===== config.mk =====
export PLATFORM = sky130hd
export DESIGN_NAME = fetch_stage
export DESIGN_NICKNAME = d
export VERILOG_FILES = /design/src/rtl/fetch_stage.sv
export SDC_FILE = /design/constraint.sdc
export NUM_CORES = 2
export LEC_CHECK = 0
export ABC_AREA = 0
export CORE_ASPECT_RATIO = 0.5
export CORE_MARGIN = 4
export CORE_UTILIZATION = 28
export CTS_CLUSTER_DIAMETER = 150
export CTS_CLUSTER_SIZE = 14
export DETAILED_ROUTE_END_ITERATION = 10
export PLACE_DENSITY_LB_ADDON = 0.12
export SYNTH_ARGS = -nofsm -noshare
export SYNTH_HDL_FRONTEND = slang
export SYNTH_SLANG_ARGS = --single-unit

===== constraint.sdc =====
create_clock -name clk -period 10.7 [get_ports clk]
set_clock_uncertainty 0.15 [all_clocks]
set_input_delay 1.07 -clock clk [delete_from_list [all_inputs] [get_ports clk]]
set_output_delay 1.07 -clock clk [all_outputs]
set_load 0.03 [all_outputs]

===== src/rtl/fetch_stage.sv =====
// Fetch stage: PC register plus direct-mapped BTB prediction; imem_addr -> fetch_dec_reg in one cycle.
// stall holds PC and output; redirect beats stall and injects a bubble; BTB trains on upd_en regardless.
module fetch_stage #(
  parameter logic [31:0] RESET_PC    = 32'h0000_0000,
  parameter int          BTB_ENTRIES = 16
) (
  input  logic        clk,
  input  logic        rstn,
  input  logic        stall,
  input  logic        redirect_en,
  input  logic [31:0] redirect_pc,
  input  logic        upd_en,
  input  logic [31:0] upd_pc,
  input  logic        upd_taken,
  input  logic [31:0] upd_target,
  output logic [31:0] imem_addr,
  input  logic [31:0] imem_rdata,
  output logic [64:0] fetch_dec_reg
);

  localparam int IDX  = $clog2(BTB_ENTRIES);
  localparam int TAGW = 30 - IDX;

  logic [31:0]     pc;
  logic            btb_vld [BTB_ENTRIES];
  logic [TAGW-1:0] btb_tag [BTB_ENTRIES];
  logic [31:0]     btb_tgt [BTB_ENTRIES];
  logic [1:0]      btb_ctr [BTB_ENTRIES];

  logic [IDX-1:0]  lk_idx;
  logic [IDX-1:0]  up_idx;
  logic [TAGW-1:0] lk_tag;
  logic [TAGW-1:0] up_tag;
  logic            lk_hit;
  logic            up_hit;
  logic            pred;
  logic [31:0]     next_pc;
  logic            unused_bits;

  // Word-alignment bits of incoming addresses are never stored.
  assign unused_bits = ^{redirect_pc[1:0], upd_pc[1:0], upd_target[1:0]};

  assign lk_idx  = pc[IDX+1:2];
  assign lk_tag  = pc[31:IDX+2];
  assign up_idx  = upd_pc[IDX+1:2];
  assign up_tag  = upd_pc[31:IDX+2];

  assign lk_hit  = btb_vld[lk_idx] && (btb_tag[lk_idx] == lk_tag);
  assign up_hit  = btb_vld[up_idx] && (btb_tag[up_idx] == up_tag);
  assign pred    = lk_hit && btb_ctr[lk_idx][1];
  assign next_pc = pred ? btb_tgt[lk_idx] : pc + 32'd4;

  assign imem_addr = pc;

  always_ff @(posedge clk or negedge rstn) begin
    if (!rstn) begin
      pc            <= {RESET_PC[31:2], 2'b00};
      fetch_dec_reg <= '0;
    end else if (redirect_en) begin
      pc            <= {redirect_pc[31:2], 2'b00};
      fetch_dec_reg <= '0;
    end else if (!stall) begin
      pc            <= next_pc;
      fetch_dec_reg <= {imem_rdata, pc, pred};
    end
  end

  // Lookup above reads pre-edge contents, so a same-index update shows up next cycle.
  always_ff @(posedge clk or negedge rstn) begin
    if (!rstn) begin
      for (int i = 0; i < BTB_ENTRIES; i++) begin
        btb_vld[i] <= 1'b0;
        btb_tag[i] <= '0;
        btb_tgt[i] <= '0;
        btb_ctr[i] <= 2'b01;
      end
    end else if (upd_en) begin
      if (up_hit) begin
        if (upd_taken) begin
          if (btb_ctr[up_idx] != 2'b11) btb_ctr[up_idx] <= btb_ctr[up_idx] + 2'b01;
          btb_tgt[up_idx] <= {upd_target[31:2], 2'b00};
        end else if (btb_ctr[up_idx] != 2'b00) begin
          btb_ctr[up_idx] <= btb_ctr[up_idx] - 2'b01;
        end
      end else if (upd_taken) begin
        btb_vld[up_idx] <= 1'b1;
        btb_tag[up_idx] <= up_tag;
        btb_tgt[up_idx] <= {upd_target[31:2], 2'b00};
        btb_ctr[up_idx] <= 2'b10;
      end
    end
  end

endmodule


-- Yosys cells after proc, flatten, opt, wreduce, memory -nomap -nowiden
Cells that the tools add are included.
- bits in registers: 1073
- latch bits: 0
- bits in writable memories: 0
- memory bits (read-only): 0
- input port bits: 134
- word-level logic and storage cells: 137
- memories: 0
- add/sub/neg operators: 3
- multiply operators: 0
- div/mod/pow operators: 0
- magnitude comparators: 3
- eq/ne operators: 5
- shift operators: 0
- mux-type cells: 43
- bitwise gates (word level): 7
- reductions and logical operators: 10
- operators by type and width (kind ; count):
    $bwmux W512 ; 1
    $bwmux W416 ; 1
    $mux W32 ; 11
    $bmux W26 S4 ; 2
    $mux W26 ; 5
    $mux W65 ; 2
    $bmux W32 S4 ; 1
    $demux W32 S4 ; 1
    $demux W26 S4 ; 1
    $bwmux W32 ; 2
    $eq A26 B26 Y1 ; 2
    $add A32 B3 Y32 const B ; 1
    $or A16 B16 Y16 ; 2
    $and A16 B16 Y16 ; 1
    $bmux W2 S4 ; 2
    $not A16 Y16 ; 1
    $ge A5 B5 Y1 const B ; 2
    $mux W2 ; 5
    $not A4 Y5 ; 2
    $bmux W1 S4 ; 2
    $demux W2 S4 ; 1
    $reduce_bool A2 Y1 ; 3
    $lt A5 B1 Y1 const B ; 1
    $mux W1 ; 5
    11 further kinds ; 14

-- Logic depth before layout (Yosys ltp)
- depth after elaboration: 10
- gate-level depth with buffers: 17
- depth with buffers taken out: 11

-- Worst setup path after synthesis
Ideal clock, no wire load.
- path kind: in2reg
- start: in upd_pc[2]
- end: reg btb_ctr[23] in the netlist's numbering
- library setup time: 0.125 ns
- arrival: 4.384 ns
- required time: 10.425 ns
- path slack: 6.041 ns
- cell stages on the path: 15
- path buffers: 5
- cells stage by stage: buf_6 > buf_12 > buf_12 > buf_2 > buf_1 > mux4_2 > mux2_2 > o21ai_0 > inv_1 > ha_1 > inv_1 > or4_1 > nor2_1 > o22ai_1 > mux2_2
- word-level cells in the longest chain between the ends: 9
- elaborated cells between the ends (all ways): 33
- ends and longest elaborated chain (what ; RTL line ; text):
    start, declared ; 13 ; input logic [31:0] upd_pc,
    $not A4 Y5 (not written as such) (*) ; n/a ;
    $bmux W2 S4, or another cell as far along ; 80, 82, 83 ;
    $mux W2 (not written as such) or $logic_and A1 B1 Y1 (tied branches) ; n/a ;
    $mux W2 (on tied branches) ; n/a ;
    $sub A2 B1 Y2, or another cell as far along ; 83 ; btb_ctr[up_idx] <= btb_ctr[up_idx] - 2'b01;
    $bwmux W32 (on tied branches) ; 83, 80 ;
    $mux W32 (on tied branches) ; 82, 80 ;
    $mux W32 ; 79 ; if (upd_taken) begin
    $mux W32 ; 78 ; if (up_hit) begin
    end signal, assigned by index ; 83 ;
    end, declared ; 28 ; logic [1:0] btb_ctr [BTB_ENTRIES];
Mark *: on every way between the ends. The rest lies on a longest branch, timed or not. The select of a mux whose other input is x is not followed.
A chain may end at the register's enable or synchronous reset.

-- Worst setup path in the final report
- start: in upd_pc[2]
- end: reg btb_tag[310] in the netlist's numbering
- word-level cells in the longest chain between the ends: 8
- elaborated cells between the ends (all ways): 17
- ends and longest elaborated chain (what ; RTL line ; text):
    $not A4 Y5 (not written as such) (*) ; 49, 87 ;
    $bmux W26 S4 ; 49 ; assign up_hit = btb_vld[up_idx] && (btb_tag[up_idx] == up_tag);
    $mux W26 (not written as such) (2 in a row) ; 49 ;
    $eq A26 B26 Y1 ; 49 ;
    $logic_and A1 B1 Y1 ; 49 ;
    $not A1 Y1 (no source line) ; n/a ;
    $reduce_and A3 Y1 (no source line) ; n/a ;
    end signal, assigned by index ; 87 ; btb_tag[up_idx] <= up_tag;
    end, declared ; 26 ; logic [TAGW-1:0] btb_tag [BTB_ENTRIES];
Marks and branches as above.

==> impl_metrics.toml <==
[setup_path]
critical_path_data_required_time_ps = 11130
cp-end-kind = "flop"
setup.worst_path.class = "primary input to flop"
startpoint_type = "primary input"
worst_path_largest_cell_delay_ps = 660
worst_r2r_startpoint = "imem_addr[2]"
worstSetupStartpoint = "upd_pc[2]"
slowest_stage = "sky130_fd_sc_hd__buf_4"
crit_family = "buffers and inverters"
critical_path.n_buffers_inverters = 3
cells_traversed_along_the_worst_timing_path = "clkbuf_8, buf_12, mux4_2, mux2i_1, xor2_1, nand4_1, a211oi_2, nand3_1, nand3_2, buf_4, mux2_2"
crit_fanout = 85
worstPathArrival_ps = 6340

[synth]
postSynthCellCount = 3670
synth_compound_gate_area_share_pct = 2.21
synth.avg_cell_area_um2 = 14.2
ys_ff_latch = 1038
count_of_different_cell_masters_after_synthesis = 74
synth-adder-area-share_pct = 0.0719
syn-cell-area_um2 = 52200
combinational_family_with_the_most_area_after_synthesis = "multiplexers"
synth_enable_flop_cells = 0
yosys_warning_count = 0
yosys.area_share.simple_pct = 5.96
synth_top_flop_cell = "sky130_fd_sc_hd__dfrtp_1"
post_synth_xor_area_fraction_pct = 1.31
synth.mux.area_fraction_pct = 37.6
sequential_area_share_after_synthesis_pct = 49.8
postSynth.asyncResetShare_pct = 100

[power]
power_leakage_nw = 25.1
p_switching_mw = 3.17
power.total_mw = 10.6
switching_part_of_the_total_pct = 29.8
p_int_mw = 7.47
powerDensity_nw_per_um2 = 180
seqPwrFrac_pct = 48.1
comb_power_share_pct = 23.6
irDropWorstVdd_mv = 0.109
power_frac_clock_pct = 28.4

[run_status]
status = "finished, final reports clean"

[global_route]
grt_max_degree = 168
antenna_violations_before_repair = 16
global_route.usage.total_pct = 18.0
met3_usage_pct = 2.15
first_global_vias = 33400
grt_util_met2_pct = 29.1
globalRoute.totalOverflow = 0
most_utilized_layer_in_the_global_route_result = "met2"
grt_use_met1_pct = 26.0
grt_pass1_wl_um = 256000

[floorplan]
die_area_um2 = 194000
io_pins = 231
die_w_um = 619
die_y_um = 313
effective_utilization_at_floorplan_pct = 28.3
coreArea_um2 = 184000
count_of_standard_cell_rows = 111

[timing]
transition_at_the_pin_with_the_smallest_max_transition_slack_ps = 1330
rsz0062_at_grt = "false"
timing.final.hold_violations = 0
maxSlewViolCount = 0
final.hold.worst_slack_ps = 236
fin_crit_sh_pct = 55.3
tns_ps = 0
slew_headroom_pct = 10.2
layout_min_cycle_time_ps = 5910
timing.final.ws_setup_ps = 4790
setup_viol = 0
fmax_mhz = 169

[clocking]
cts_tree = "built"
cts.repair.resized = 0
maximum_buffer_depth_of_the_clock_tree = 3
postCtsHoldBufs = 0
cts-root-buf = "sky130_fd_sc_hd__clkbuf_16"
cts.clk_slew.worst_paths_ps = 70
insertion_delay_to_the_later_sink_of_the_worst_skew_pair_ps = 710
numClockSinks = 1038
htree_levels = 3
tritoncts.num_buffers = 84
post_cts_buffers = 0

[final_layout]
post_route_cells_drive_above_1_share_pct = 38.0
final_cells = 6247
area_growth_syn_to_layout_pct = 13.3
layout.cells.most_common_list = "1018 x sky130_fd_sc_hd__dfrtp_1, 710 x sky130_fd_sc_hd__mux2_2, 396 x sky130_fd_sc_hd__nand2_1"
final_core_utilization_pct = 32.1
design.final.nets = 3855
largest_register_ff_count = 480
layout_commonest_cell = "sky130_fd_sc_hd__dfrtp_1"
finish.instance_area_um2 = 59100

[place]
dpl_worst_slack_ps = 3950
dpl_cell_area_um2 = 56800
post-dp-hpwl_um = 100000
port_buffers = 222
gp_congestion = 0.780
numPlacedInstances = 6118

[drt]
num_vias = 31900
routed_wl_um = 175000
drt_iter0_drc = 2330
final_antenna_net_count = 0
drc = 0
viasPerCell = 5.11
route.detailed.wl_per_inst_um = 28.0
first_pass_iters = 5

[hold_path]
hold_path.class = "primary input to async pin"

[job]
cap_viol_max_count = 0
## metal layers
layer | up-vias | share of wire (%) | wire, um
met5 | - | 0 | 0
met4 | 0 | 2.0 | 3500
met3 | 191 | 3.4 | 5910
met2 | 591 | 48 | 83700
met1 | 17600 | 47 | 81900
li1 | 13500 | - | -
## area by class of cell
cell class	instances	area, um^2
Tap cell	2486	3110
Fill cell	18100	125000
Sequential cell	1038	26000
Clock buffer	116	2220
Multi-Input combinational cell	2289	24800
Inverter	16	60.1
Antenna cell	5	12.5
Clock inverter	8	123
Timing Repair Buffer	289	2810
## path summary, 6_finish.rpt
| kind | slack [ps] | cells past startpoint | to |
|---|---|---|---|
| worst min-delay path | 240 | 1 | btb_tgt[122] |
| worst min register to register | 320 | 2 | btb_tgt[463] |
| worst max register to register | 5300 | 13 | imem_addr[28] |
| max in group asynchronous | 7910 | 3 | btb_tag[73] |
| worst max-delay path | 4790 | 11 | btb_tag[310] |
| min in group clk | 320 | 2 | btb_tgt[463] |
## cell families after synthesis
group                      count (synthesis)
other                                      1
muxes                                   1335
and+or+nand+nor                          695
xor gates and xnor gates                  78
DFF                                     1038
buffers and inverters                    344
AOI/OAI and AO/OA                        176
adders and majority gates                  3
## synthesized netlist by cell type, types with 9 or more instances
master                      instances  share of area, %
sky130_fd_sc_hd__mux2i_1          141               2.7
sky130_fd_sc_hd__xor2_1            23              0.39
sky130_fd_sc_hd__o21ai_0           43              0.41
sky130_fd_sc_hd__o21a_1            16              0.23
sky130_fd_sc_hd__nand4_1           23              0.28
sky130_fd_sc_hd__inv_1             16              0.12
sky130_fd_sc_hd__buf_6             15              0.32
sky130_fd_sc_hd__nand2_1          405               2.9
sky130_fd_sc_hd__nor2_1           110              0.79
sky130_fd_sc_hd__or2_2             11              0.13
sky130_fd_sc_hd__mux4_2           382                16
sky130_fd_sc_hd__dfrtp_1         1022                49
sky130_fd_sc_hd__nand2b_1          12              0.14
sky130_fd_sc_hd__a21oi_1           42              0.40
sky130_fd_sc_hd__mux2_4            95               2.7
sky130_fd_sc_hd__nor2b_1            9              0.11
sky130_fd_sc_hd__nor3_1            14              0.13
sky130_fd_sc_hd__xnor2_1           55              0.92
sky130_fd_sc_hd__o2bb2ai_1         11              0.18
sky130_fd_sc_hd__mux2_2           710                15
sky130_fd_sc_hd__buf_1             44              0.32
sky130_fd_sc_hd__dfstp_2           16              0.81
sky130_fd_sc_hd__clkbuf_1         186               1.3
sky130_fd_sc_hd__buf_2             67              0.64
sky130_fd_sc_hd__o22ai_1           19              0.23
sky130_fd_sc_hd__and2_1             9              0.11
sky130_fd_sc_hd__and3_1            20              0.24
sky130_fd_sc_hd__nand3_1           44              0.42
## power by group through the flow
stage	registers, mW	logic [mW]	clock network (mW)
after CTS	5.11	2.55	3.14
after floorplan	5.04	1.76	0
final	5.11	2.51	3.02
after global routing	5.21	2.70	3.28
after detailed placement	5.19	2.55	0
after global placement	5.15	2.51	0
No activity file was read; power rests on OpenSTA's default activity.
